==> src/rtl/ram_access_arbiter_pkg.sv <==
// ram_access_arbiter_pkg: shared encodings and default widths for the RAM access arbiter
package ram_access_arbiter_pkg;
    localparam int ADDR_W     = 8;
    localparam int DATA_W     = 8;
    localparam int INST_W     = 16;
    localparam int STARVE_MAX = 4;
    typedef enum logic [1:0] {ST_IDLE, ST_ACCESS, ST_RESP} state_t;
    typedef enum logic [1:0] {
        MEM_OP_RD  = 2'b00,
        MEM_OP_WR  = 2'b01,
        MEM_OP_IWR = 2'b10,
        MEM_OP_NOP = 2'b11
    } mem_op_t;
endpackage

==> src/rtl/ram_arb_priority.sv <==
// ram_arb_priority: picks the grant winner for a free slot; memory wins ties unless fetch is starved
// Ports: Clk, Rst_n (async, active-low); Slot = a grant may be issued this cycle;
//        Fetch_Req/Mem_Req = requests; Fetch_Win/Mem_Win = one-hot winner (combinational).
module ram_arb_priority #(
    parameter int STARVE_LIMIT = 4
) (
    input  logic Clk,
    input  logic Rst_n,
    input  logic Slot,
    input  logic Fetch_Req,
    input  logic Mem_Req,
    output logic Fetch_Win,
    output logic Mem_Win
);
    localparam int CW = $clog2(STARVE_LIMIT + 1);
    logic [CW-1:0] starve;
    assign Fetch_Win = Slot && Fetch_Req && (!Mem_Req || starve == CW'(STARVE_LIMIT));
    assign Mem_Win   = Slot && Mem_Req && !Fetch_Win;
    // Counts slots fetch wanted but lost; saturates so fetch keeps winning until it is served.
    always_ff @(posedge Clk or negedge Rst_n) begin
        if (!Rst_n)
            starve <= '0;
        else if (Fetch_Win)
            starve <= '0;
        else if (Mem_Win && Fetch_Req && starve != CW'(STARVE_LIMIT))
            starve <= starve + 1'b1;
    end
endmodule

==> src/rtl/ram_access_arbiter.sv <==
// ram_access_arbiter: shares the unified inst/data RAM between instruction fetch and the memory/loader port
// Ports: Clk, Rst_n (async, active-low)
//        Fetch_Req/Addr in, Fetch_Gnt/Valid/Inst out           - fetch requester
//        Mem_Req/Op/Addr/Wdata/Winst in, Mem_Gnt/Valid/Rdata out - memory/loader requester
//        Ram_* strobes, Ram_Addr, Inst_Addr, Ram_Data_In, Ram_Inst_In out; Ram_Data_Out, Ram_Inst_Out in
//        Busy out - an access is in ACCESS or RESP
module ram_access_arbiter
    import ram_access_arbiter_pkg::*;
#(
    parameter int ADDR_WIDTH   = ADDR_W,
    parameter int DATA_WIDTH   = DATA_W,
    parameter int INST_WIDTH   = INST_W,
    parameter int STARVE_LIMIT = STARVE_MAX
) (
    input  logic                  Clk,
    input  logic                  Rst_n,
    input  logic                  Fetch_Req,
    input  logic [ADDR_WIDTH-1:0] Fetch_Addr,
    output logic                  Fetch_Gnt,
    output logic                  Fetch_Valid,
    output logic [INST_WIDTH-1:0] Fetch_Inst,
    input  logic                  Mem_Req,
    input  logic [1:0]            Mem_Op,
    input  logic [ADDR_WIDTH-1:0] Mem_Addr,
    input  logic [DATA_WIDTH-1:0] Mem_Wdata,
    input  logic [INST_WIDTH-1:0] Mem_Winst,
    output logic                  Mem_Gnt,
    output logic                  Mem_Valid,
    output logic [DATA_WIDTH-1:0] Mem_Rdata,
    output logic                  Ram_Data_Read,
    output logic                  Ram_Data_Write,
    output logic                  Ram_Inst_Read,
    output logic                  Ram_Inst_Write,
    output logic [ADDR_WIDTH-1:0] Ram_Addr,
    output logic [ADDR_WIDTH-1:0] Inst_Addr,
    output logic [DATA_WIDTH-1:0] Ram_Data_In,
    output logic [INST_WIDTH-1:0] Ram_Inst_In,
    input  logic [DATA_WIDTH-1:0] Ram_Data_Out,
    input  logic [INST_WIDTH-1:0] Ram_Inst_Out,
    output logic                  Busy
);
    state_t                state;
    mem_op_t               op;
    logic                  own_fetch;
    logic                  live;
    logic [ADDR_WIDTH-1:0] addr;
    logic                  slot;
    // live holds grants off until the first edge after reset, so nothing is granted while Rst_n is low.
    assign slot = live && state != ST_ACCESS;
    ram_arb_priority #(.STARVE_LIMIT(STARVE_LIMIT)) u_prio (
        .Clk       (Clk),
        .Rst_n     (Rst_n),
        .Slot      (slot),
        .Fetch_Req (Fetch_Req),
        .Mem_Req   (Mem_Req),
        .Fetch_Win (Fetch_Gnt),
        .Mem_Win   (Mem_Gnt)
    );
    assign Ram_Addr   = addr;
    assign Inst_Addr  = addr;
    assign Busy       = state != ST_IDLE;
    // RAM read data arrives in RESP, one cycle after the read strobe.
    assign Fetch_Inst = Fetch_Valid ? Ram_Inst_Out : '0;
    assign Mem_Rdata  = (Mem_Valid && op == MEM_OP_RD) ? Ram_Data_Out : '0;
    always_ff @(posedge Clk or negedge Rst_n) begin
        if (!Rst_n) begin
            state          <= ST_IDLE;
            op             <= MEM_OP_NOP;
            own_fetch      <= 1'b0;
            live           <= 1'b0;
            addr           <= '0;
            Ram_Data_In    <= '0;
            Ram_Inst_In    <= '0;
            Ram_Data_Read  <= 1'b0;
            Ram_Data_Write <= 1'b0;
            Ram_Inst_Read  <= 1'b0;
            Ram_Inst_Write <= 1'b0;
            Fetch_Valid    <= 1'b0;
            Mem_Valid      <= 1'b0;
        end else begin
            live           <= 1'b1;
            state          <= state == ST_ACCESS ? ST_RESP : (Fetch_Gnt || Mem_Gnt) ? ST_ACCESS : ST_IDLE;
            Fetch_Valid    <= state == ST_ACCESS && own_fetch;
            Mem_Valid      <= state == ST_ACCESS && !own_fetch;
            Ram_Inst_Read  <= Fetch_Gnt;
            Ram_Data_Read  <= Mem_Gnt && Mem_Op == MEM_OP_RD;
            Ram_Data_Write <= Mem_Gnt && Mem_Op == MEM_OP_WR;
            Ram_Inst_Write <= Mem_Gnt && Mem_Op == MEM_OP_IWR;
            if (Fetch_Gnt) begin
                own_fetch <= 1'b1;
                addr      <= Fetch_Addr;
            end
            if (Mem_Gnt) begin
                own_fetch <= 1'b0;
                op        <= mem_op_t'(Mem_Op);
                addr      <= Mem_Addr;
            end
            if (Mem_Gnt && Mem_Op == MEM_OP_WR)
                Ram_Data_In <= Mem_Wdata;
            if (Mem_Gnt && Mem_Op == MEM_OP_IWR)
                Ram_Inst_In <= Mem_Winst;
        end
    end
endmodule

==> config.mk <==
export PLATFORM = sky130hd
export DESIGN_NAME = ram_access_arbiter
export DESIGN_NICKNAME = d
export VERILOG_FILES = /design/src/rtl/ram_access_arbiter_pkg.sv /design/src/rtl/ram_arb_priority.sv /design/src/rtl/ram_access_arbiter.sv
export SDC_FILE = /design/constraint.sdc
export NUM_CORES = 1
export LEC_CHECK = 0
export ABC_AREA = 0
export BUFFER_PORTS_ARGS = -buffer_cell sky130_fd_sc_hd__buf_2
export CAP_MARGIN = 10
export CORE_ASPECT_RATIO = 1.4
export CORE_MARGIN = 3
export CORE_UTILIZATION = 42
export CTS_CLUSTER_DIAMETER = 120
export DETAILED_ROUTE_END_ITERATION = 12
export PLACE_DENSITY = 0.81
export SETUP_SLACK_MARGIN = 0.02
export SLEW_MARGIN = 20
export SYNTH_ARGS = -nofsm -noshare
export SYNTH_HDL_FRONTEND = slang
export SYNTH_SLANG_ARGS = --single-unit
==> constraint.sdc <==
create_clock -name Clk -period 2.5 [get_ports Clk]
set_clock_uncertainty 0.15 [all_clocks]
set_input_delay 0.25 -clock Clk [delete_from_list [all_inputs] [get_ports Clk]]
set_output_delay 0.25 -clock Clk [all_outputs]
set_load 0.01 [all_outputs]
==> key figures, run 1 <==
Worst setup path
  • Reg2reg setup slack: between 0.3 and 0.4 ns
  • Crit path from: u_prio.starve[0]
  • Crit. End Element: output port
  • CP max FO: 9
  • Worst Reg-to-Reg Cells: 5
  • Worst Setup EP: Mem_Gnt
  • CP startpoint kind: flop
  • CP Data Arrival Time: 1.85 ns
  • R2R Path End: Ram_Data_In[0]
  • Worst r2r src: u_prio.starve[0]
  • Crit Path Class: reg2out
  • WP data required: approximately 2.1 ns

Clock network
  • CTS Root Cell: clkbuf_8
  • Worst-skew pair later-pin latency: ~0.29 ns
  • TritonCTS buffer count: 5
  • CTS clk-pin slew, worst paths: 0.08 ns
  • Clock sink count: 47
  • Clock buffer depth: 2
  • CTS tree: yes
  • CTS H-Tree Depth: 2

Power and ir drop
  • P_sw: 588.7 uW
  • Comb pwr share: between 20% and 30%
  • Tot Pwr: roughly 2000 uW
  • LEAKAGE: about 0.0016 uW
  • Switching Share: between 20 and 30%
  • VDD IR max: ~0.00047 V
  • Int Pwr: between 1000 and 1500 uW
  • Pwr/cell area: roughly 680 mW/mm^2
  • Sequential Power Share: 50.3%
  • Clock power frac: approximately a fifth

STA
  • Setup violators final: 0
  • Setup TNS: 0 ns
  • Unrepaired setup endpoints after global routing: no
  • Tcrit/Tclk final: roughly 90%
  • Fmax: approximately 440 MHz
  • Final Hold Vio Count: 0
  • Worst Tran Pin Value: 0.5987 ns
  • Relative slew slack: around three fifths
  • Final Critical Period: 2.254 ns
  • Max-slew violations: 0

Yosys
  • Synth Cell Area: ~0.0021 sq mm
  • Synth warn: 0
  • Sequential area share after synthesis: about 55%
  • Post-Syn Instances: 160
  • #FFs+latches synth: 47
  • Syn_nets: 232
  • Post-Synthesis Mean Instance Area: between 10 and 15 sq um
  • Synth cell types: 32

GRT
  • Initial antenna violation count: 0
  • Total track usage: between 10% and 20%
  • Largest net degree at the start of global routing: 48
  • Total grt overflow: 0
  • Global-route wire length before repair: just under 8 mm
  • Vias in the first global route: ~1800

Floorplanning
  • Height of the chip: around 90 um
  • IO Count: around 140
  • Initial Util: 43.64%
  • Full die area: 0.005973 sq mm
  • Die X-Extent: ~66 um
  • # rows: 30
  • Core Box Area: about 0.005 sq mm

Run
  • MaxCap Viol Count: 0

Layout
  • # diodes: 0
  • Layout Nets: ~370
  • P&R area growth vs syn: 38.37%
  • Layout cells sized above 1: 62.58%
  • Commonest non-fill, non-tap cell in the layout: buf_2
  • Fill cell count: about 430
  • Most frequent cells in the layout: 142 x buf_2, 45 x dfrtp_1, 25 x and2_1, 25 x mux2_2

Worst hold path
  • Min-delay worst type: in2reg
  • Hold depth: 2

Drt
  • Avg WL per Cell: about 14 um
  • DRT antenna net count: 0
  • DR vias: about 1800
  • DRC: 0
  • TritonRoute pass-1 iters: 4
  • Vias per inst: approximately 5
  • Routed WL: 5.021 mm
  • DRT iter0 DRCs: 56

Placement
  • GPL Wtd Cong: a little over 0.8
  • Detailed Place HPWL: about 4 mm
  • Port bufs: 142

Status
  • Status: finished clean
-- cell families after synthesis --
group / Yosys count / synth area share, %
AND/OR/NAND/NOR: 52 / 17.51
flip-flops: 47 / 55.35
multiplexers: 26 / 13.75
buffers and inverters: 17 / 5.464
AO/OA/AOI/OAI: 15 / 6.581
adder cells (fa/ha/maj): 2 / 1.175
other: 1 / 0.1761
-- flip-flops by register name, indices dropped and copies added, names as in the netlist --
register        cells
Mem_Valid           1
Fetch_Valid         1
Ram_Inst_Write      1
state               2
own_fetch           1
Ram_Inst_Read       1
u_prio.starve       3
op                  2
Ram_Data_In         8
live                1
Ram_Inst_In        16
Ram_Data_Write      1
Inst_Addr           8
Ram_Data_Read       1
-- per-stage QoR --
step / hold slack, ns / setup slack [ns] / instances / utilization (%) / cell area (sq um)
3_5_place_dp: 0.2301 / 0.3512 / 357 / 58.38 / 2849
4_1_cts: 0.007714 / 0.09525 / 366 / 60.26 / 2940
3_3_place_gp: 0.2250 / 0.4431 / 357 / 58.38 / 2849
6_report: 0.01580 / 0.2459 / 366 / 60.38 / 2947
5_1_grt: 0.01019 / 0.1198 / 366 / 60.38 / 2947
2_1_floorplan: -0.1956 / 0.4642 / 160 / - / 2130
-- power by group through the flow --
stage / Sequential [uW] / Clock (uW) / Combinational, uW
3_3_place_gp: 1020 / 0 / 558
4_1_cts: 1010 / 446 / 578
2_1_floorplan: 1080 / 0 / 263
6_report: 1010 / 425 / 569
5_1_grt: 1030 / 481 / 624
3_5_place_dp: 1020 / 0 / 576
-- cell usage after synthesis (all sizes together) --
cell type / count / share of area (%)
a211oi: 1 / 0.59
a21o: 1 / 0.35
a221o: 8 / 3.8
a31o: 1 / 0.41
a31oi: 1 / 0.29
a32o: 1 / 0.47
and2: 25 / 7.3
and3: 1 / 0.29
buf: 12 / 4.6
clkbuf: 1 / 0.18
conb: 1 / 0.18
dfrtp: 45 / 53
dfstp: 2 / 2.5
ha: 2 / 1.2
inv: 4 / 0.70
mux2: 26 / 14
nand2: 4 / 0.82
nand2b: 3 / 1.0
nand3: 2 / 0.47
nor2: 1 / 0.18
nor3: 1 / 0.47
nor3b: 3 / 1.1
nor4: 2 / 2.0
nor4b: 8 / 3.3
o31ai: 2 / 0.70
or2: 2 / 0.59
-- area by class of cell --
type                            instances  area (sq um)  share of cell area [%]
Clock inverter                          1         5.005                  0.1699
Sequential cell                        47          1179                   40.00
Tap cell                               64         80.08                   2.718
Multi-Input combinational cell         96         840.8                   28.53
Inverter                                4         15.01                  0.5096
Timing Repair Buffer                  147         750.7                   25.48
Clock buffer                            7         76.32                   2.590
-- critical path: stages, from the launching register on --
cell and delay [ns]:
dfrtp_1 0.37, inv_1 0.08, ha_1 0.23, and3_1 0.26, buf_4 0.20, nor3_4 0.24
buf_2 0.19
-- worst min-delay path by stage --
stage	start	endpoint	slack, ns
finish	Mem_Op[0]	Ram_Data_Read	0.02
detailed placement	Rst_n	Ram_Data_Read	0.23
global placement	Rst_n	Ram_Data_Read	0.22
global route	Mem_Winst[13]	Ram_Inst_In[13]	0.01
CTS	Mem_Op[1]	Ram_Data_Read	0.008
floorplan	Rst_n	Fetch_Valid	-0.20
-- layer usage --
| layer | global-route usage [%] | share of wire, % | vias up |
|---|---|---|---|
| li1 | - | - | 843 |
| met1 | 16.80 | 34 | 857 |
| met2 | 32.23 | 55 | 90 |
| met3 | 4.110 | 9.2 | 8 |
| met4 | 5.424 | 1.4 | 0 |
| met5 | 0 | 0 | - |
-- what timing repair did --
action | in CTS | in global routing
resized for setup | 0 | 1
buffers inserted | 0 | 0
hold buffers | 1 | 0
hold endpoints to repair | 45 | 0
setup endpoints to repair | 0 | 1
Note: power is estimated with default switching activity, not from simulation.
==> run 2: changes to the inputs <==
- PLACE_DENSITY: 0.81 -> not set
- PLACE_DENSITY_LB_ADDON: not set -> 0.3
==> run 2 against run 1 <==
- sequential power about the same
- worst setup slack worse by 0.049 ns
- final cell count up 0.55%
- hold slack better by 0.0016 ns
- register-to-register slack worse by 0.15 ns
- design area up 1.7%
- via count up 0.56%
- flip-flop and latch count unchanged
- sequential share of layout area down 0.67 points
- non-clock buffer count up 2
- count of clock-buffer cells in the layout down 1
==> key figures, run 2 (synthesis gave the netlist of run 1 again) <==
Status
  • Status: finished clean

Clock network
  • Setup bufs post-CTS: 0 (unchanged)
  • CTS H-Tree Depth: 2 (unchanged)
  • Worst-skew pair later-pin latency: 0.30 ns (about the same)
  • CTS Root Cell: clkbuf_8
  • Number of gates resized after CTS: 0 (unchanged)
  • TritonCTS buffer count: 5 (unchanged)
  • CTS clk-pin slew, worst paths: 0.09 ns (about the same)
  • Clock buffer depth: 2 (unchanged)
  • Clock sink count: 47 (unchanged)
  • CTS tree: yes
  • # hold bufs at CTS: 3 (+2)

STA
  • Relative slew slack: 58.73% (-1.1 points)
  • Setup TNS: 0 ns (unchanged)
  • Worst Tran Pin Value: 0.6180 ns (+0.01926 ns)
  • Final Hold Vio Count: 0 (unchanged)
  • Final Critical Period: 2.303 ns (+0.04891 ns)
  • Setup violators final: 0 (unchanged)
  • Unrepaired setup endpoints after global routing: no
  • Tcrit/Tclk final: 92.12% (+2.0 points)
  • Final WS setup: 0.1970 ns (-0.04891 ns)
  • Max-slew violations: 0 (unchanged)
  • Fmax: 434.2 MHz (-2.1%)

GRT
  • Vias in the first global route: 1798 (-1.4%)
  • Total grt overflow: 0 (unchanged)
  • Initial antenna violation count: 0 (unchanged)
  • Largest net degree at the start of global routing: 32 (-33%)
  • Global-route wire length before repair: 8.424 mm (+6.5%)
  • Total track usage: 18.23% (+1.4 points)

Floorplanning
  • Full die area: 0.005973 sq mm (unchanged)
  • Height of the chip: 90.25 um (unchanged)
  • # rows: 30 (unchanged)
  • Core Box Area: 0.004880 sq mm (unchanged)
  • IO Count: 143 (unchanged)
  • Die X-Extent: 66.18 um (unchanged)
  • Initial Util: 43.64% (unchanged)

Worst setup path
  • CP startpoint kind: flop
  • Crit. End Element: flop
  • Crit Path Class: reg2reg
  • CP max FO: 6 (-3)
  • CP Data Arrival Time: 2.40 ns (+0.55 ns)
  • WP data required: 2.59 ns (+0.49 ns)

Drt
  • DRT antenna net count: 0 (unchanged)
  • Avg WL per Cell: 14.87 um (+8.4%)
  • Vias per inst: 4.913 (about the same)
  • Routed WL: 5.473 mm (+9.0%)
  • DRC: 0 (unchanged)
  • TritonRoute pass-1 iters: 4 (unchanged)
  • DR vias: 1808 (+0.56%)
  • DRT iter0 DRCs: 67 (+20%)

Power and ir drop
  • VDD IR max: 0.0004610 V (-1.2%)
  • LEAKAGE: 0.001610 uW (+1.8%)
  • Pwr/cell area: 719.0 mW/mm^2 (+5.9%)
  • Tot Pwr: 2155 uW (+7.7%)

Layout
  • P&R area growth vs syn: 40.72%
  • Layout Nets: 375 (+0.54%)
  • Fill cell count: 425 (-1.6%)
  • Commonest non-fill, non-tap cell in the layout: buf_2
  • Layout cells sized above 1: 62.83% (+0.25 points)
  • Largest reg by FF count: Ram_Inst_In
  • Max reg flops: 16 (unchanged)
  • Most frequent cells in the layout: 142 x buf_2, 45 x dfrtp_1, 25 x and2_1, 25 x mux2_2
  • # diodes: 0 (unchanged)
  • Register Area: 0.001179 sq mm (unchanged)
  • Multi-input combinational cell area: 834.6 sq um (-0.74%)

Placement
  • Detailed Place HPWL: 4.248 mm (+7.3%)
  • GPL Wtd Cong: 0.7248 (-12%)
  • Port bufs: 142 (unchanged)
  • Worst slack at placement: 0.3507 ns (-0.0004320 ns)

Worst hold path
  • Min-delay worst type: in2reg

Run
  • MaxCap Viol Count: 0 (unchanged)
run 2: cell types whose count changed in the layout (fill, tap and decap cells not counted), sizes merged:
cell,before,now
clkbuf,7,6
bufinv,0,1
dlygate4sd3,1,3
run 2: worst paths after layout:
kind	start	end	slack (ns)	cells after the start
min in group asynchronous	Rst_n	Ram_Data_Read	0.26	2
worst min-delay path	Mem_Winst[13]	Ram_Inst_In[13]	0.02	2
max in group asynchronous	Rst_n	u_prio.starve[0]	1.22	3
worst max register to register	u_prio.starve[0]	Ram_Data_Read	0.20	6
worst min register to register	own_fetch	Mem_Valid	0.30	1
worst max-delay path	u_prio.starve[0]	Ram_Data_Read	0.20	6
run 2: final cells by class:
type                            count  share of cell area [%]
Sequential cell                    47                   39.33
Clock buffer                        6                   2.756
Timing Repair Buffer              149                   25.72
Tap cell                           64                   2.672
Multi-Input combinational cell     96                   27.85
Inverter                            4                  0.5010
Clock inverter                      2                   1.169
run 2: per-layer routing:
metal  vias up  routed length (um)  global-route usage, %
met2        93                2752                  30.99
met1       855                2084                  21.52
met4         0                 102                  5.932
met3        10                 534                  5.479
li1        850                   -                      -
met5         -                   0                      0
run 2: power by group:
group / internal, uW / leakage (uW) / switching, uW
Clock: 324 / 0.0000612 / 251
Combinational: 297 / 0.000967 / 276
Sequential: 919 / 0.000582 / 89.2
run 2: critical path, stage by stage (launching register included):
cell and delay, ns:
dfrtp_1 0.36, inv_1 0.07, ha_1 0.22, and3_1 0.30
nor3_2 0.38, nor3b_1 0.22, dlygate4sd3_1 0.56
run 2: metrics by stage:
stage	hold slack (ns)	area [sq um]	utilization, %	std cells
6_report	0.01744	2997	61.41	368
2_1_floorplan	-0.1956	2130	-	160
5_1_grt	0.01400	2997	61.41	368
3_5_place_dp	0.04164	2849	58.38	357
3_3_place_gp	0.03441	2849	58.38	357
4_1_cts	0.01189	2997	61.41	368
==> run 3: changes to the inputs <==
- REMOVE_ABC_BUFFERS: not set -> 1
- SYNTH_HIERARCHICAL: not set -> 1
==> run 3 against run 2 <==
- synthesized cell count grew 5.6%
- global-route usage shrank 1.1 points
- utilization grew 0.47 points
- sequential share of layout area shrank 0.60 points
- maximum frequency shrank 1.2%
- design area grew 1.5%
==> key figures, run 3 <==
Worst setup path
  • R2R Path End: Ram_Inst_In[2]
  • CP startpoint kind: flop
  • Worst r2r src: state[0]
  • Worst Reg-to-Reg Cells: 6 (unchanged)
  • CP Data Arrival Time: 1.93 ns (-0.47 ns)
  • Crit Path Class: reg2out
  • Crit. End Element: output port
  • Reg2reg setup slack: 0.45 ns (+0.25 ns)
  • WP data required: 2.10 ns (-0.49 ns)
  • CP max FO: 9 (+3)

STA
  • Fmax: 429.0 MHz (-1.2%)
  • Worst Tran Pin Value: 0.6015 ns (-0.01649 ns)
  • Setup violators final: 0 (unchanged)
  • Final WS setup: 0.1687 ns (-0.02824 ns)
  • Final Critical Period: 2.331 ns (+0.02824 ns)
  • Unrepaired setup endpoints after global routing: no
  • Tcrit/Tclk final: 93.25% (+1.1 points)
  • Relative slew slack: 59.81% (+1.1 points)
  • Final hold slack: 0.007585 ns (-0.009852 ns)
  • Max-slew violations: 0 (unchanged)
  • Final Hold Vio Count: 0 (unchanged)

Layout
  • Layout Nets: 382 (+1.9%)
  • Final core occ: 61.88% (+0.47 points)
  • Layout cells sized above 1: 60.77% (-2.1 points)
  • Final Cell Area: 0.003043 sq mm (+1.5%)
  • # diodes: 0 (unchanged)
  • Most frequent cells in the layout: 142 x buf_2, 45 x dfrtp_1, 25 x and2_1
  • Largest reg by FF count: Ram_Inst_In
  • Commonest non-fill, non-tap cell in the layout: buf_2
  • P&R area growth vs syn: 41.15%
  • Max reg flops: 16 (unchanged)

Worst hold path
  • Hold depth: 3 (+1)
  • Min-delay worst type: in2reg
  • Hold Crit Start: Mem_Addr[4]
  • Hold Path End: Inst_Addr[4]

Yosys
  • Synth top area share: 52.23% (-0.64 points)
  • Cell with the most instances after synthesis: dfrtp_1
  • Most used DFF post-synth: dfrtp_1
  • #FFs+latches synth: 47 (unchanged)
  • Fraction of registers with async set/reset: 100.0% (unchanged)
  • Synth Cell Area: 0.002156 sq mm (+1.2%)
  • Largest cells by area after synthesis: dfrtp_1 52%, mux2_2 8.9%, and2_1 7.3%
  • Synth warn: 6 (+6)
  • Sequential area share after synthesis: 54.67% (-0.67 points)
  • Post-synth EDFFs: 0 (unchanged)
  • Synth cell types: 31 (-3.1%)
  • Post-Syn Instances: 169 (+5.6%)
  • Post-Synthesis Mean Instance Area: 12.76 sq um (-4.2%)
  • Top cells by count, synth: 45 x dfrtp_1, 25 x and2_1, 17 x mux2_2
  • Area leader, netlist: dfrtp_1

Clock network
  • Setup bufs post-CTS: 0 (unchanged)
  • CTS clk-pin slew, worst paths: 0.08 ns (about the same)
  • Clock buffer depth: 2 (unchanged)
  • Worst-skew pair later-pin latency: 0.29 ns (about the same)
  • Number of gates resized after CTS: 0 (unchanged)
  • Clock sink count: 47 (unchanged)
  • CTS tree: yes
  • CTS Root Cell: clkbuf_8
  • CTS H-Tree Depth: 2 (unchanged)
  • TritonCTS buffer count: 5 (unchanged)

Drt
  • Vias per inst: 4.635 (-5.7%)
  • Routed WL: 4.976 mm (-9.1%)
  • DRT antenna net count: 0 (unchanged)
  • Avg WL per Cell: 13.27 um (-11%)
  • TritonRoute pass-1 iters: 4 (unchanged)
  • DRC: 0 (unchanged)
  • DRT iter0 DRCs: 16 (-76%)
  • DR vias: 1738 (-3.9%)

Power and ir drop
  • Switching Share: 30.27% (+1.7 points)
  • Clock power frac: 23.9% (-2.8 points)
  • VDD IR max: 0.0006276 V (+36%)
  • Pwr/cell area: 892.8 mW/mm^2 (+24%)
  • Int Pwr: 1894 uW (+23%)
  • Sequential Power Share: 42.8% (-4.0 points)
  • P_sw: 822.3 uW (+34%)
  • Tot Pwr: 2717 uW (+26%)
  • LEAKAGE: 0.001688 uW (+4.9%)
  • Comb pwr share: 33.3% (+6.7 points)

Status
  • Status: finished clean

Placement
  • Worst slack at placement: 0.4294 ns (+0.07872 ns)
  • Port bufs: 142 (unchanged)
  • Detailed Place HPWL: 4.057 mm (-4.5%)
  • GPL Wtd Cong: 0.7352 (+1.4%)
  • Area post-placement: 0.002887 sq mm (+1.3%)

Floorplanning
  • Die X-Extent: 66.55 um (+0.56%)
  • Height of the chip: 90.77 um (+0.58%)
  • IO Count: 143 (unchanged)
  • Core Box Area: 0.004917 sq mm (+0.77%)
  • Initial Util: 43.84% (+0.20 points)
  • # rows: 30 (unchanged)
  • Full die area: 0.006041 sq mm (+1.1%)

Run
  • MaxCap Viol Count: 0 (unchanged)

GRT
  • Global-route wire length before repair: 8.038 mm (-4.6%)
  • Vias in the first global route: 1795 (-0.17%)
  • Largest net degree at the start of global routing: 28 (-13%)
  • Total grt overflow: 0 (unchanged)
  • Initial antenna violation count: 0 (unchanged)
  • Total track usage: 17.17% (-1.1 points)
-- run 3: cell types whose count changed in the layout (fill, tap and decap cells not counted), sizes merged, moves of 2 or more --
| cell | before | now |
|---|---|---|
| o21ai | 0 | 9 |
| a221o | 8 | 0 |
| mux2i | 0 | 8 |
| nor4b | 8 | 0 |
| nand2 | 4 | 10 |
| nor2b | 0 | 4 |
| a21bo | 0 | 3 |
| nand2b | 3 | 0 |
| nand3b | 0 | 3 |
| nor2 | 1 | 4 |
| nor4 | 2 | 0 |
| o31ai | 2 | 0 |
-- run 3: through the flow --
step | std cells | TNS, ns
CTS | 375 | 0
global placement | 365 | 0
global route | 375 | 0
finish | 375 | 0
floorplan | 155 | -13.73
detailed placement | 365 | 0
-- run 3: how the worst max path moves through the flow --
stage | start | to | slack (ns) | cells after the start
CTS | state[0] | Fetch_Gnt | 0.16 | 7
detailed placement | state[0] | Ram_Inst_In[5] | 0.43 | 6
global placement | state[0] | Ram_Inst_In[2] | 0.49 | 6
floorplan | state[0] | Ram_Inst_In[0] | -0.56 | 6
finish | state[0] | Fetch_Gnt | 0.17 | 7
global route | state[0] | Fetch_Gnt | 0.02 | 7
-- run 3: power groups by stage --
stage          clock network [uW]  logic, uW  registers [uW]
5_1_grt                       698        993            1200
4_1_cts                       666        921            1170
3_3_place_gp                    0        902            1170
6_report                      650        904            1160
3_5_place_dp                    0        920            1170
2_1_floorplan                   0        374            1280
-- run 3: repair_timing --
action                                  4_1_cts  5_1_grt
endpoints found under the setup margin        0        0
hold endpoints to repair                     21        0
hold buffers                                  2        0
-- run 3: worst max-delay path: stages, from the launching register on --
cell and delay (ns):
dfrtp_1 0.38, nor2b_1 0.17, nor2b_1 0.16, buf_4 0.16
nand2_1 0.08, nor2b_1 0.27, buf_4 0.26, buf_2 0.16
-- run 3: logic make-up (layout without fill, tap and decap cells) --
logic type	count (synthesis)	in the layout	synth area share, %
compound gates	15	15	5.282
fa+ha+maj	2	2	1.161
buf+inv	18	160	5.165
flops	47	47	54.67
mux	34	34	18.86
other cells	1	1	0.1739
simple gates	52	52	14.68
-- run 3: layout make-up --
type                    count  area, sq um
clock inverters             3        67.56
repair buffers            148        760.7
inverters                   4        15.01
fillers                   422         1874
flip-flops and latches     47         1179
clock buffers               5        68.82
multi-input cells         104        872.1
well taps                  64        80.08
-- run 3: layer usage --
| layer | vias up | routed length, um | global-route usage [%] |
|---|---|---|---|
| li1 | 835 | - | - |
| met1 | 804 | 1739 | 18.03 |
| met2 | 85 | 2666 | 31.04 |
| met3 | 14 | 414 | 4.234 |
| met4 | 0 | 155 | 7.627 |
| met5 | - | 0 | 0 |
